### config.mk
export PLATFORM = sky130hd
export DESIGN_NAME = multicycle_control_fsm
export DESIGN_NICKNAME = d
export VERILOG_FILES = /design/src/rtl/control_pkg.sv /design/src/rtl/instr_class_decoder.sv /design/src/rtl/multicycle_control_fsm.sv
export SDC_FILE = /design/constraint.sdc
export NUM_CORES = 1
export LEC_CHECK = 0
export CORE_ASPECT_RATIO = 1.1
export CORE_MARGIN = 5
export CORE_UTILIZATION = 43
export DETAILED_ROUTE_END_ITERATION = 10
export PLACE_DENSITY_LB_ADDON = 0.08
export SLEW_MARGIN = 15
export SYNTH_ARGS = -nofsm -noshare
export SYNTH_HDL_FRONTEND = slang
export SYNTH_SLANG_ARGS = --single-unit
### constraint.sdc
create_clock -name clk_i -period 2.3 [get_ports clk_i]
set_input_delay 0.69 -clock clk_i [delete_from_list [all_inputs] [get_ports clk_i]]
set_output_delay 0.69 -clock clk_i [all_outputs]
set_load 0.02 [all_outputs]
### src/rtl/control_pkg.sv
// control_pkg: opcodes, FSM states, instruction classes and datapath mux encodings
package control_pkg;
  localparam logic [6:0] OPC_LUI    = 7'b0110111;
  localparam logic [6:0] OPC_AUIPC  = 7'b0010111;
  localparam logic [6:0] OPC_JAL    = 7'b1101111;
  localparam logic [6:0] OPC_JALR   = 7'b1100111;
  localparam logic [6:0] OPC_BRANCH = 7'b1100011;
  localparam logic [6:0] OPC_LOAD   = 7'b0000011;
  localparam logic [6:0] OPC_STORE  = 7'b0100011;
  localparam logic [6:0] OPC_OP_IMM = 7'b0010011;
  localparam logic [6:0] OPC_OP     = 7'b0110011;
  localparam logic [1:0] PC_PLUS4 = 2'b00;
  localparam logic [1:0] PC_IMM   = 2'b01;
  localparam logic [1:0] PC_ALU   = 2'b10;
  localparam logic [1:0] ALU_IMM_I = 2'b00;
  localparam logic [1:0] ALU_IMM_S = 2'b01;
  localparam logic [1:0] ALU_RS2   = 2'b10;
  localparam logic [1:0] ALU_PC    = 2'b11;
  localparam logic [2:0] WB_IMM_U = 3'b000;
  localparam logic [2:0] WB_ALU   = 3'b001;
  localparam logic [2:0] WB_MEM   = 3'b010;
  localparam logic [2:0] WB_NONE  = 3'b011;
  localparam logic [2:0] WB_PC4   = 3'b100;
  typedef enum logic [2:0] {
    IDLE      = 3'd0,
    FETCH     = 3'd1,
    DECODE    = 3'd2,
    EXECUTE   = 3'd3,
    MEMORY    = 3'd4,
    WRITEBACK = 3'd5,
    TRAP      = 3'd6
  } state_e;
  typedef struct packed {
    logic lui;
    logic auipc;
    logic jal;
    logic jalr;
    logic branch;
    logic load;
    logic store;
    logic op_imm;
    logic op;
  } instr_class_t;
endpackage

### src/rtl/instr_class_decoder.sv
// instr_class_decoder: maps opcode/funct3/funct7 to a one-hot instruction class and an illegal flag
module instr_class_decoder
  import control_pkg::*;
#(
  parameter bit ENABLE_JUMPS = 1'b1
) (
  input  logic [6:0]   opcode,
  input  logic [2:0]   funct3,
  input  logic [6:0]   funct7,
  output instr_class_t cls,
  output logic         illegal
);
  logic bad_funct;
  always_comb begin
    cls.lui    = opcode == OPC_LUI;
    cls.auipc  = opcode == OPC_AUIPC;
    cls.jal    = ENABLE_JUMPS && opcode == OPC_JAL;
    cls.jalr   = ENABLE_JUMPS && opcode == OPC_JALR;
    cls.branch = ENABLE_JUMPS && opcode == OPC_BRANCH;
    cls.load   = opcode == OPC_LOAD;
    cls.store  = opcode == OPC_STORE;
    cls.op_imm = opcode == OPC_OP_IMM;
    cls.op     = opcode == OPC_OP;
    bad_funct = (cls.load && funct3 inside {3'b011, 3'b110, 3'b111})
             || (cls.store && funct3 > 3'b010)
             || (cls.branch && funct3 inside {3'b010, 3'b011})
             || (cls.jalr && funct3 != 3'b000)
             || (cls.op && !(funct7 == 7'b0000000 || (funct7 == 7'b0100000 && funct3 inside {3'b000, 3'b101})))
             || (cls.op_imm && funct3 == 3'b001 && funct7 != 7'b0000000)
             || (cls.op_imm && funct3 == 3'b101 && !(funct7 inside {7'b0000000, 7'b0100000}));
    // every supported opcode ends in 2'b11, so a zero class also covers bad low bits
    illegal = cls == '0 || bad_funct;
  end
endmodule

### src/rtl/multicycle_control_fsm.sv
// multicycle_control_fsm: multi-cycle RV32I sequencer driving PC, IR, regfile, ALU muxes and the memory port
module multicycle_control_fsm
  import control_pkg::*;
#(
  parameter int MEM_TIMEOUT_CYCLES = 16,
  parameter int RESET_STALL        = 2,
  parameter bit ENABLE_JUMPS       = 1'b1
) (
  input  logic        clk_i,
  input  logic        rst_ni,
  input  logic [31:0] instr_i,
  input  logic        branch_taken_i,
  input  logic        mem_ready_i,
  output logic        mem_req_o,
  output logic        mem_is_fetch_o,
  output logic        mem_write_enable_o,
  output logic        ir_write_enable_o,
  output logic        pc_write_enable_o,
  output logic [1:0]  pc_src_o,
  output logic        reg_write_enable_o,
  output logic [1:0]  alu_src_o,
  output logic [2:0]  reg_write_src_o,
  output logic        illegal_instr_o,
  output logic        timeout_o,
  output logic [2:0]  state_o
);
  localparam int TW = $clog2(MEM_TIMEOUT_CYCLES + 2);
  localparam int SW = $clog2(RESET_STALL + 1);
  state_e state, next;
  instr_class_t cls_d, cls_q;
  logic illegal_d, illegal_q, timeout_q;
  logic [TW-1:0] wait_cnt;
  logic [SW-1:0] stall_cnt;
  logic mem_state, wait_hit, jump, link, unused_bits;
  logic [1:0] cls_alu_src;
  instr_class_decoder #(.ENABLE_JUMPS(ENABLE_JUMPS)) u_dec (
    .opcode (instr_i[6:0]),
    .funct3 (instr_i[14:12]),
    .funct7 (instr_i[31:25]),
    .cls    (cls_d),
    .illegal(illegal_d)
  );
  assign unused_bits = ^{instr_i[24:15], instr_i[11:7]};
  assign mem_state = state == FETCH || state == MEMORY;
  // the last permitted wait cycle traps unless ready arrives in it
  assign wait_hit = MEM_TIMEOUT_CYCLES != 0 && mem_state && !mem_ready_i
                 && wait_cnt == TW'(MEM_TIMEOUT_CYCLES - 1);
  assign jump = cls_q.branch || cls_q.jal || cls_q.jalr;
  assign link = cls_q.jal || cls_q.jalr;
  assign cls_alu_src = cls_q.store ? ALU_IMM_S : cls_q.op ? ALU_RS2
                     : (cls_q.load || cls_q.op_imm || cls_q.jalr) ? ALU_IMM_I : ALU_PC;
  always_ff @(posedge clk_i or negedge rst_ni)
    if (!rst_ni) begin
      state     <= IDLE;
      cls_q     <= '0;
      stall_cnt <= '0;
      wait_cnt  <= '0;
      illegal_q <= 1'b0;
      timeout_q <= 1'b0;
    end else begin
      state     <= next;
      if (state == DECODE) cls_q <= cls_d;
      stall_cnt <= state == IDLE ? stall_cnt + 1'b1 : '0;
      wait_cnt  <= next != state ? '0 : (mem_state && !mem_ready_i) ? wait_cnt + 1'b1 : wait_cnt;
      if (state == DECODE && illegal_d) illegal_q <= 1'b1;
      if (wait_hit) timeout_q <= 1'b1;
    end
  always_comb begin
    next = state;
    case (state)
      IDLE:      next = stall_cnt == SW'(RESET_STALL - 1) ? FETCH : IDLE;
      FETCH:     next = mem_ready_i ? DECODE : wait_hit ? TRAP : FETCH;
      DECODE:    next = illegal_d ? TRAP : EXECUTE;
      EXECUTE:   next = jump ? FETCH : (cls_q.load || cls_q.store) ? MEMORY : WRITEBACK;
      MEMORY:    next = mem_ready_i ? (cls_q.store ? FETCH : WRITEBACK) : wait_hit ? TRAP : MEMORY;
      WRITEBACK: next = FETCH;
      default:   next = TRAP;
    endcase
  end
  always_comb begin
    mem_req_o          = mem_state;
    mem_is_fetch_o     = state == FETCH;
    mem_write_enable_o = state == MEMORY && cls_q.store;
    ir_write_enable_o  = state == FETCH && mem_ready_i;
    pc_write_enable_o  = (state == EXECUTE && jump) || (state == MEMORY && mem_ready_i && cls_q.store)
                      || state == WRITEBACK;
    pc_src_o           = state != EXECUTE ? PC_PLUS4 : cls_q.jalr ? PC_ALU
                       : (cls_q.jal || (cls_q.branch && branch_taken_i)) ? PC_IMM : PC_PLUS4;
    reg_write_enable_o = (state == EXECUTE && link) || state == WRITEBACK;
    reg_write_src_o    = (state == EXECUTE && link) ? WB_PC4 : state != WRITEBACK ? WB_NONE
                       : cls_q.lui ? WB_IMM_U : cls_q.load ? WB_MEM : WB_ALU;
    alu_src_o          = state inside {EXECUTE, MEMORY, WRITEBACK} ? cls_alu_src : ALU_PC;
    illegal_instr_o    = illegal_q;
    timeout_o          = timeout_q;
    state_o            = state;
  end
endmodule

-- After elaboration in Yosys (flattened, before gate mapping)
Cells that the tools add are included.
- register bits: 20
- output and inout port bits: 18
- add/sub/neg operators: 2
- magnitude comparators: 1
- equal/unequal tests: 26
- multiplexer cells: 24
- reduce and logical (&&, ||, !) cells: 54
- operators by type and width (kind ; count):
    $eq A7 B6 Y1 const B ; 4
    $mux W2 ; 11
    $eq A7 B7 Y1 const B ; 3
    $mux W3 ; 7
    $logic_and A1 B1 Y1 ; 20
    $logic_or A1 B1 Y1 ; 19
    $pmux W3 S6 ; 1
    $eq A3 B3 Y1 const B ; 5
    $eq A7 B5 Y1 const B ; 2
    $eq A3 B2 Y1 const B ; 4
    $mux W5 ; 2
    $logic_not A9 Y1 ; 1
    $reduce_bool A3 Y1 ; 3
    $reduce_bool A2 Y1 ; 4
    $eq A7 B2 Y1 const B ; 1
    $logic_not A7 Y1 ; 1
    $reduce_bool A7 Y1 ; 1
    $eq A3 B1 Y1 const B ; 2
    $logic_not A3 Y1 ; 2
    $add A5 B1 Y5 const B ; 1
    $eq A5 B4 Y1 const B ; 1
    $gt A3 B2 Y1 const B ; 1
    $logic_not A1 Y1 ; 3
    $mux W1 ; 3
    other kinds (5) ; 5

-- Longest topological paths before layout
- depth in word-level cells: 14
- gate-level depth with buffers: 8
- depth with buffers taken out: 8

-- By module
A second synthesis with hierarchy kept.
- cells, all modules: 162
- area total of the unflattened synthesis: 1447.6 µm²
- by module, submodules not included (module ; times used ; cells each ; area an instance (µm²)):
    multicycle_control_fsm ; 1 ; 123 ; 1217.4
    instr_class_decoder ; 1 ; 39 ; 230.2

-- Worst setup path before layout
OpenSTA, ideal clock, no wires.
- path type: register -> output
- start: register state[2] (netlist: state_o[2])
- end: output port ir_write_enable_o
- arrival: 1642 ps
- slack: -32 ps
- cell stages (with the launch flop): 5
- path buffers: 2
- cells stage by stage: dfrtp_1 -> buf_2 -> buf_1 -> nor3_1 -> and2_1
- longest elaborated chain between the ends: 2
- ends and longest elaborated chain (item ; RTL line ; RTL):
    from (decl) ; multicycle_control_fsm.sv:29 ; state_e state, next;
    from (signal assigned) ; multicycle_control_fsm.sv:61 ; state <= next;
    $eq A3 B1 Y1 ; -- ;
    named net mem_is_fetch_o ; multicycle_control_fsm.sv:15 ; output logic mem_is_fetch_o,
    $logic_and A1 B1 Y1 ; multicycle_control_fsm.sv:84 ; ir_write_enable_o = state == FETCH && mem_ready_i;
    to (decl) ; multicycle_control_fsm.sv:17 ; output logic ir_write_enable_o,
The timed path passes the listed nets, and every way through them passes these cells.

-- Worst setup path after layout
- start: register state[2] (netlist: state_o[2])
- end: output port reg_write_src_o[1]
- longest elaborated chain between the ends: 3
- elaborated cells between the ends (all ways): 5
- ends and longest elaborated chain (item ; RTL line ; RTL):
    $ne A3 B3 Y1 or $eq A3 B2 Y1 (tied branches) ; multicycle_control_fsm.sv:90 ; reg_write_src_o = (state == EXECUTE && link) ? WB_PC4 : state != WRITEBACK ? WB_NONE
    $mux W2 or $logic_and A1 B1 Y1 (tied branches) ; multicycle_control_fsm.sv:90 ;
    $mux W3 * ; multicycle_control_fsm.sv:90 ;
    to (decl) ; multicycle_control_fsm.sv:22 ; output logic [2:0] reg_write_src_o,
Every way passes the cells marked *; elsewhere a longest branch is shown, timed or not.

==> results.sh <==
export IMPL_pwr_share_comb_pct=38.3
export IMPL_synth_top_area_share_pct=36.8
export IMPL_placed_cell_area_sq_um=1960
export IMPL_hold_violations=0
export IMPL_syn_inst=162
export IMPL_setup_violations=0
export IMPL_path_class="reg -> out"
export IMPL_cts_max_level=1
export IMPL_io_pins=54
export IMPL_grt_pass1_wl_microns=6100
export IMPL_dieWidth_microns=63.6
export IMPL_fin_area_sq_um=2000
export IMPL_vias=1438
export IMPL_track_usage_pct=17.0
export IMPL_synth_edff_count=0
export IMPL_p_switching_mw=0.351
export IMPL_tns_ps=0
export IMPL_avgSynthCellArea_sq_um=8.39
export IMPL_grt_pass1_vias=1414
export IMPL_syn_area_sq_um=1360
export IMPL_r2r_slack_ps=250
export IMPL_p_int_mw=0.666
export IMPL_grt_max_degree=21
export IMPL_ys_flop_type="dfrtp_1"
export IMPL_clock_sinks=20
export IMPL_syn_num_nets=201
export IMPL_grt_antenna_before_repair=0
export IMPL_yosysWarnings=0
export IMPL_die_height_microns=69.0
export IMPL_clkPwrFrac_pct=15.6
export IMPL_wl_per_cell_microns=13.7
export IMPL_synthTopCellsByArea="dfrtp_1 37%, nor2_1 5.8%, nand2_1 4.4%, o21ai_0 3.7%, a21oi_1 2.9%"
export IMPL_numCtsBuffers=3
export IMPL_layoutNonFillerInstCount=258
export IMPL_dp_cells=254
export IMPL_initial_core_util_pct=44.6
export IMPL_ys_seq_area_share_pct=36.8
export IMPL_slew_headroom_pct=68.5
export IMPL_switching_share_pct=34.5
export IMPL_drv_slew=0
export IMPL_cts_root_buf="clkbuf_4"
export IMPL_min_path_cells=1
export IMPL_yosysMostFrequentCell="nor2_1"
export IMPL_power_frac_seq_pct=46.2
export IMPL_worstPathRequired_ps=1610
export IMPL_r2r_cells=9
export IMPL_fin_crit_ps=2270
export IMPL_cpMaxStageDelayCell="dfrtp_1"
export IMPL_drv_cap=0
export IMPL_port_buffers=38
export IMPL_gr_total_overflow=0
export IMPL_critPathMaxStageDelay_ps=390
export IMPL_status="finished, final reports clean"
export IMPL_place_hpwl_microns=2870
export IMPL_cp_data_arrival_time_ps=1580
export IMPL_area_delta_synth_final_pct=47.1
export IMPL_gp_congestion=0.896
export IMPL_cts_tree="yes"
export IMPL_p_total_mw=1.02
export IMPL_die_area_sq_um=4390
export IMPL_std_cell_rows=21
export IMPL_cts_clk_slew_worst_paths_ps=110
export IMPL_drt_initial_drc_count=68
export IMPL_drt_pass1_iter_count=4
export IMPL_yosysUniqueCellTypes=48
export IMPL_drive_gt1_share_pct=26.8
export IMPL_worstSkewPairLatency_ps=290
export IMPL_avgViaCountPerCell=5.57
export IMPL_hold_class="reg -> reg"
export IMPL_drc_errors=0
export IMPL_clockBufferDepth=2
export IMPL_ys_top_cells_by_count="21 x nor2_1, 20 x dfrtp_1, 16 x nand2_1, 10 x o21ai_0, 9 x inv_1"
export IMPL_ir_drop_mv=0.322
export IMPL_fill_cells=293
export IMPL_core_area_sq_um=3050
export IMPL_fmax_mhz=441
export IMPL_async_flop_share_pct=100
export IMPL_p_leak_nw=0.904
export IMPL_cp_end_kind="output pin"
export IMPL_path_cells="buf_6 > nor2b_2 > nand2_1 > a21oi_2 > nor2_1 > clkdlybuf4s15_2"
export IMPL_start_kind="flop"
export IMPL_ys_ff_latch=20
export IMPL_post_route_period_util_pct=98.6
export IMPL_totalWireLength_microns=3530
export IMPL_synth_largest_area_cell="dfrtp_1"
export IMPL_final_util_pct=65.6
export IMPL_final_net_count=265
export IMPL_n_antenna_cell=0
export IMPL_p_per_area_nw_per_um2=509
export IMPL_final_antenna_net_count=0
export IMPL_skew_ps=5.59
export IMPL_crit_fanout=11
export IMPL_worstMarginPinSlew_ps=472
-- critical path, delay by kind of cell, from the launching register on --
family	cells	cell delay, ps
DFF	1	390
buffers and inverters	2	410
AOI/OAI and AO/OA	1	130
and+or+nand+nor	3	350
-- through the flow --
| step | worst slack, ps | hold WS [ps] |
|---|---|---|
| 6_report | 31.4 | 455 |
| 5_1_grt | -24.0 | 498 |
| 4_1_cts | -107 | 465 |
| 3_5_place_dp | -499 | 444 |
| 3_3_place_gp | -446 | 424 |
| 2_1_floorplan | 118 | 394 |
-- final cells by class --
cell class / count / area, sq um / area share [%]
Inverter: 9 / 33.8 / 1.69
Tap cell: 34 / 42.5 / 2.13
Timing Repair Buffer: 67 / 574 / 28.7
Clock buffer: 3 / 22.5 / 1.13
Sequential cell: 20 / 502 / 25.1
Multi-Input combinational cell: 125 / 823 / 41.2
-- sequential cells by signal, indices dropped and copies added, names as in the netlist --
name and count:
stall_cnt 2, state_o 3, wait_cnt 5, timeout_o 1, cls_q 8, illegal_instr_o 1
-- power by group through the flow --
| stage | logic (mW) | clock network [mW] | registers, mW |
|---|---|---|---|
| after floorplan | 0.209 | 0 | 0.465 |
| after global placement | 0.368 | 0 | 0.469 |
| after detailed placement | 0.381 | 0 | 0.472 |
| after CTS | 0.385 | 0.164 | 0.464 |
| after global routing | 0.448 | 0.177 | 0.481 |
| final | 0.389 | 0.158 | 0.469 |
-- cell families after synthesis --
| logic type | count (synthesis) | share of synthesized area (%) |
|---|---|---|
| adder cells (fa/ha/maj) | 3 | 2.76 |
| AO/OA/AOI/OAI | 41 | 21.9 |
| flip-flops | 20 | 36.8 |
| AND/OR/NAND/NOR | 76 | 29.7 |
| multiplexers | 1 | 0.737 |
| XOR/XNOR | 4 | 2.58 |
| buffers and inverters | 17 | 5.43 |
-- layer usage --
metal	vias up	track usage [%]	share of wire, %
met2	36	32.6	53
li1	717	-	-
met4	0	7.27	2.5
met1	677	19.0	41
met3	8	2.11	3.8
met5	-	0	0
-- cell usage in the layout (no fill, tap or decap), types with 3 or more instances in the layout --
| cell type | Yosys | layout |
|---|---|---|
| a21oi_1 | 8 | 6 |
| buf_4 | 2 | 29 |
| clkbuf_2 | 0 | 5 |
| clkbuf_4 | 0 | 3 |
| clkdlybuf4s15_2 | 0 | 3 |
| clkdlybuf4s50_1 | 0 | 22 |
| dfrtp_1 | 20 | 19 |
| dlygate4sd2_1 | 0 | 3 |
| ha_1 | 3 | 3 |
| inv_1 | 9 | 9 |
| nand2_1 | 16 | 15 |
| nand2b_1 | 4 | 4 |
| nand4_1 | 3 | 3 |
| nor2_1 | 21 | 21 |
| nor2b_1 | 5 | 3 |
| nor3_1 | 5 | 3 |
| nor3_2 | 2 | 3 |
| nor4_1 | 4 | 4 |
| o21ai_0 | 10 | 10 |
| o41ai_1 | 4 | 4 |
-- final timing paths --
kind	end	startpoint
max	reg_write_src_o[1]	state_o[2]$_DFF_PN0_
min	stall_cnt[0]$_DFF_PN0_	stall_cnt[0]$_DFF_PN0_
max reg2reg	wait_cnt[4]$_DFFE_PN0P_	wait_cnt[0]$_DFFE_PN0P_
min reg2reg	stall_cnt[0]$_DFF_PN0_	stall_cnt[0]$_DFF_PN0_
max in group asynchronous	state_o[0]$_DFF_PN0_	rst_ni
min in group asynchronous	stall_cnt[0]$_DFF_PN0_	rst_ni
-- what timing repair did --
item                       CTS  global route
buffers inserted             0             1
hold buffers                 0             0
resized for setup           31            22
pin swaps                    0             2
setup endpoints to repair   14            13
No activity file was read; power rests on OpenSTA's default activity.
